`src/rtl/cpu_types_pkg.sv`:
```
// Shared CPU types: register index width and the hazard controller state encoding.
package cpu_types_pkg;

    typedef logic [4:0] regbits_t;

    typedef enum logic [1:0] {
        RUN    = 2'd0,
        MISS   = 2'd1,
        LDUSE  = 2'd2,
        HALTED = 2'd3
    } hazard_state_t;

endpackage

```
`src/rtl/sat_counter.sv`:
```
// Up-counter that sticks at all-ones instead of wrapping; synchronous active-high clear.
module sat_counter #(
    parameter int W = 16
) (
    input  logic         CLK,
    input  logic         nRST,
    input  logic         inc,
    output logic [W-1:0] count
);

    localparam logic [W-1:0] ONE = {{(W-1){1'b0}}, 1'b1};

    always_ff @(posedge CLK) begin
        if (nRST) begin
            count <= '0;
        end else if (inc && (count != '1)) begin
            count <= count + ONE;
        end
    end

endmodule

```
`src/rtl/hazard_control.sv`:
```
// Pipeline hazard controller: latch enables/flushes, halt tracking and stall/flush counters.
//
// state  | meaning
// -------+-------------------------------------------------------------
// RUN    | normal flow, all hazard conditions evaluated
// MISS   | data-cache miss outstanding, lower pipeline frozen
// LDUSE  | one-cycle load-use bubble issued; suppresses re-detection
// HALTED | halt reached memory stage; frozen until reset
module hazard_control
    import cpu_types_pkg::*;
#(
    parameter int CNT_W = 16
) (
    input  logic             CLK,
    input  logic             nRST,
    input  logic             ihit,
    input  logic             dhit,
    input  logic             dmemREN,
    input  logic             dmemWEN,
    input  logic             ex_load,
    input  regbits_t         ex_wsel,
    input  regbits_t         id_rs,
    input  regbits_t         id_rt,
    input  logic             id_uses_rt,
    input  logic             branch_taken,
    input  logic             mem_halt,
    output logic             pc_en,
    output logic             fd_en,
    output logic             de_en,
    output logic             em_en,
    output logic             mw_en,
    output logic             fd_flush,
    output logic             de_flush,
    output logic             em_flush,
    output logic             mw_flush,
    output logic             data_stall,
    output logic             halt,
    output logic [CNT_W-1:0] stall_cnt,
    output logic [CNT_W-1:0] flush_cnt
);

    hazard_state_t state, state_next;
    logic          load_use;
    logic          branch_fire;
    logic          stall_inc;

    assign data_stall = (dmemREN | dmemWEN) & ~dhit;

    assign load_use = ex_load && (ex_wsel != '0) &&
                      ((ex_wsel == id_rs) || (id_uses_rt && (ex_wsel == id_rt)));

    always_ff @(posedge CLK) begin
        if (nRST) begin
            state <= RUN;
        end else begin
            state <= state_next;
        end
    end

    always_comb begin
        state_next  = RUN;
        pc_en       = 1'b1;
        fd_en       = 1'b1;
        de_en       = 1'b1;
        em_en       = 1'b1;
        mw_en       = 1'b1;
        fd_flush    = 1'b0;
        de_flush    = 1'b0;
        em_flush    = 1'b0;
        mw_flush    = 1'b0;
        halt        = 1'b0;
        branch_fire = 1'b0;

        if (nRST) begin
            pc_en    = 1'b0;
            fd_en    = 1'b0;
            de_en    = 1'b0;
            em_en    = 1'b0;
            mw_en    = 1'b0;
            fd_flush = 1'b1;
            de_flush = 1'b1;
            em_flush = 1'b1;
            mw_flush = 1'b1;
        end else if ((state == HALTED) || (mem_halt && !data_stall)) begin
            // A halt still waiting on its own data access is treated as a miss first.
            pc_en      = 1'b0;
            fd_en      = 1'b0;
            de_en      = 1'b0;
            em_en      = 1'b0;
            mw_en      = 1'b0;
            mw_flush   = 1'b1;
            halt       = 1'b1;
            state_next = HALTED;
        end else if (data_stall) begin
            pc_en      = 1'b0;
            fd_en      = 1'b0;
            de_en      = 1'b0;
            em_en      = 1'b0;
            mw_flush   = 1'b1;
            state_next = MISS;
        end else if (branch_taken) begin
            // pc_en stays high even on an I-miss so the redirect target is captured.
            fd_flush    = 1'b1;
            de_flush    = 1'b1;
            branch_fire = 1'b1;
        end else if (load_use && (state != LDUSE)) begin
            pc_en      = 1'b0;
            fd_en      = 1'b0;
            de_flush   = 1'b1;
            state_next = LDUSE;
        end else if (!ihit) begin
            pc_en    = 1'b0;
            fd_flush = 1'b1;
        end
    end

    assign stall_inc = !pc_en && (state != HALTED);

    sat_counter #(.W(CNT_W)) u_stall_cnt (
        .CLK   (CLK),
        .nRST  (nRST),
        .inc   (stall_inc),
        .count (stall_cnt)
    );

    sat_counter #(.W(CNT_W)) u_flush_cnt (
        .CLK   (CLK),
        .nRST  (nRST),
        .inc   (branch_fire),
        .count (flush_cnt)
    );

endmodule
```
`config.mk`:
```
export PLATFORM = sky130hd
export DESIGN_NAME = hazard_control
export DESIGN_NICKNAME = d
export VERILOG_FILES = /design/src/rtl/cpu_types_pkg.sv /design/src/rtl/sat_counter.sv /design/src/rtl/hazard_control.sv
export SDC_FILE = /design/constraint.sdc
export NUM_CORES = 1
export LEC_CHECK = 0
export CAP_MARGIN = 20
export CORE_MARGIN = 1
export CORE_UTILIZATION = 45
export DETAILED_ROUTE_END_ITERATION = 12
export HOLD_SLACK_MARGIN = 0.12
export PLACE_DENSITY = 0.85
export SYNTH_ARGS = -nofsm -noshare
export SYNTH_HDL_FRONTEND = slang
export SYNTH_HIERARCHICAL = 1
export SYNTH_SLANG_ARGS = --single-unit
```
`constraint.sdc`:
```
create_clock -name CLK -period 4.8 [get_ports CLK]
set_input_delay 1.44 -clock CLK [delete_from_list [all_inputs] [get_ports CLK]]
set_output_delay 1.44 -clock CLK [all_outputs]
set_load 0.02 [all_outputs]
```
==> results.cfg <==
[synth]
ys_seq_area_share_pct = 32.81
synthTopCellsByArea = dfxtp_1 33%, xnor2_1 5.9%, a21oi_1 5.8%
synthesis.area_um2 = 2074
synth.top_cell.area_share_pct = 32.81
syn_inst = 246
synth_cell_types = 45
syn-mean-instance-area_um2 = 8.433
synth.net_count = 273
synth_edf_count = 0
synth_ff_type = dfxtp_1
synth_largest_area_cell = dfxtp_1
ys_warn_count = 6
ys_top_cells_by_count = 34 x dfxtp_1, 24 x a21oi_1, 16 x nor2_1, 15 x nand2_1
yosys.cell_count.top_type = dfxtp_1
ys_ff_latch = 34
synthArstFlopShare_pct = 0

[placement]
dp_hpwl_um = 4016
place_ws_ns = -0.1662
gp_congestion = 0.8531
placement.io_buffers = 67
dp_cells = 366

[sta]
setup-violations-final = 0
drv_slew = 0
tightest_slew_ns = 0.8434
fin_crit_sh_pct = 98.19
relSlewSlack_pct = 43.35
rsz0062_at_grt = no
finalSetupTns_ns = 0
fmax_mhz = 212.2
finalHoldViolCount = 0
fin_crit_ns = 4.713
finClkSkew_ns = 0.005185
fin_ws_ns = 0.08696

[min_path]
holdCritPathClass = reg -> reg
holdCritStartpoint = u_flush_cnt/count[15]$_SDFFE_PP0P_

[global_route]
grt_max_degree = 20
grt_util_all_layers_pct = 22.56
grt_pass1_vias = 1946
antenna_found_initial = 0
overflow = 0
grt_first_pass_wirelength_um = 8970

[floorplan]
io_pins = 68
start_util_pct = 47.32
fp.dieW_um = 69.90
die_area_um2 = 4885
die-height_um = 69.90
rows = 24
core_area_um2 = 4384

[power]
p_leak_nw = 0.9926
power.density_nw_per_um2 = 221.8
vdd_drop_max_mv = 0.1426
total_power_w = 0.0006550

[critical_path]
critPathArrivalTime_ns = 3.27
r2r-start = state[0]$_SDFF_PP0_
cp-startpoint = ex_wsel[1]
worstSetupEndpointType = output pin
slowest_delay_ns = 0.55
path_buf_inv = 3
path_delay_family = buffers and inverters
worstPathMaxFanout = 3
cp_data_required_time_ns = 3.36
cp_slowest_cell = or4_4
crit_chain = clkdlybuf4s50_1 -> or4_4 -> o221ai_4 -> buf_4 -> nor2_1 -> o2bb2ai_1 -> dlygate4sd2_1
worstSetupPathType = in -> out
start_kind = input pin

[routing]
post-route-drc-count = 0
drtIter0Drc = 116
routed_wl_um = 5553
first_pass_iters = 4
highest_layer = met4
dr_wl_met3_um = 227
met1_length_um = 2588
viasPerCell = 5.936
vias = 2220
antenna_left = 0
wl_met2_um = 2640
wl_per_cell_um = 14.85

[final_layout]
antenna_cells = 0
n_fill_cell = 359
regArea_um2 = 680.7
final_net_count = 348
instances_no_fill = 374
area_growth_pct = 42.34
multiInputGateArea_um2 = 1316
drive_above_1_share_pct = 10.56

[clock_tree]
clock_path_buffers = 2
cts_inserted_buffers = 5
cts-root-buf = clkbuf_8
cts_tree = done
clkSinkCount = 34
clk_latency_ns = 0.29
path_clk_slew_ns = 0.07
cts_max_level = 2
hold_buffers = 0

[run]
cap_violations = 0

[run_status]
status = finished clean
[through the flow]
step / utilization, % / hold WS [ns] / area, µm²
CTS: 67.27 / 0.5364 / 2949
global route: 67.35 / 0.5792 / 2953
global placement: 64.90 / 0.5066 / 2845
detailed placement: 64.90 / 0.5170 / 2845
floorplan: - / 0.5852 / 2074
finish: 67.35 / 0.5365 / 2953
[flip-flops by register name, summed over array words and instances, names as in the netlist]
name / cells
state: 2
u_flush_cnt/count: 16
u_stall_cnt/count: 16
[cell usage in the layout (no fill, tap or decap), types with 5 or more instances in the layout]
cell type | Yosys | final
nor3_1 | 8 | 8
inv_1 | 9 | 9
dfxtp_1 | 34 | 34
or4_1 | 14 | 14
nor2_1 | 16 | 16
nand3_1 | 13 | 13
nand4_1 | 7 | 7
or3_1 | 7 | 7
clkbuf_8 | 0 | 5
buf_4 | 2 | 11
xnor2_1 | 14 | 14
a21oi_1 | 24 | 24
and4_1 | 6 | 6
clkdlybuf4s50_1 | 0 | 63
nand2_1 | 15 | 15
o31ai_1 | 12 | 12
o21ai_0 | 8 | 8
nor2b_1 | 5 | 5
[cell type report]
class | instances | share of cell area (%)
Multi-Input combinational cell | 193 | 44.58
Timing Repair Buffer | 78 | 25.34
Sequential cell | 34 | 23.05
Clock buffer | 5 | 2.331
Tap cell | 52 | 2.203
Clock inverter | 3 | 1.356
Inverter | 9 | 1.144
[cells by family after synthesis]
| logic type | synth area share, % |
|---|---|
| buf+inv | 3.920 |
| compound gates | 19.60 |
| fa+ha+maj | 1.206 |
| flops | 32.81 |
| xor+xnor | 5.911 |
| simple gates | 34.50 |
| mux | 2.051 |
[per-layer routing]
layer  GRT usage, %  up-vias
li1               -     1088
met3          4.185       11
met1          29.47     1053
met4          8.444        0
met2          36.97       68
met5              0        -
[report_power, final]
group          internal [W]  leakage (nW)  switching [W]
sequential         0.000286         0.275     0.00000579
clock              0.000153        0.0579       0.000109
combinational     0.0000537         0.660      0.0000479
[worst min-delay path, stage by stage (launching register included)]
cell and delay [ns]:
dfxtp_1 0.36, o31ai_1 0.08, a21oi_1 0.05
[worst paths after layout]
check / endpoint / slack, ns / cells past startpoint
worst max-delay path: de_flush / 0.09 / 7
worst min register to register: u_flush_cnt/count[15]$_SDFFE_PP0P_ / 0.54 / 2
worst min-delay path: u_flush_cnt/count[15]$_SDFFE_PP0P_ / 0.54 / 2
worst max register to register: u_stall_cnt/count[11]$_SDFFE_PP0P_ / 2.39 / 8
[what timing repair did]
action                                  in CTS  in global routing
setup buffers                                0                  0
endpoints found under the setup margin       4                  2
gates resized for setup                      4                  1
(Power assumes the default switching activity.)
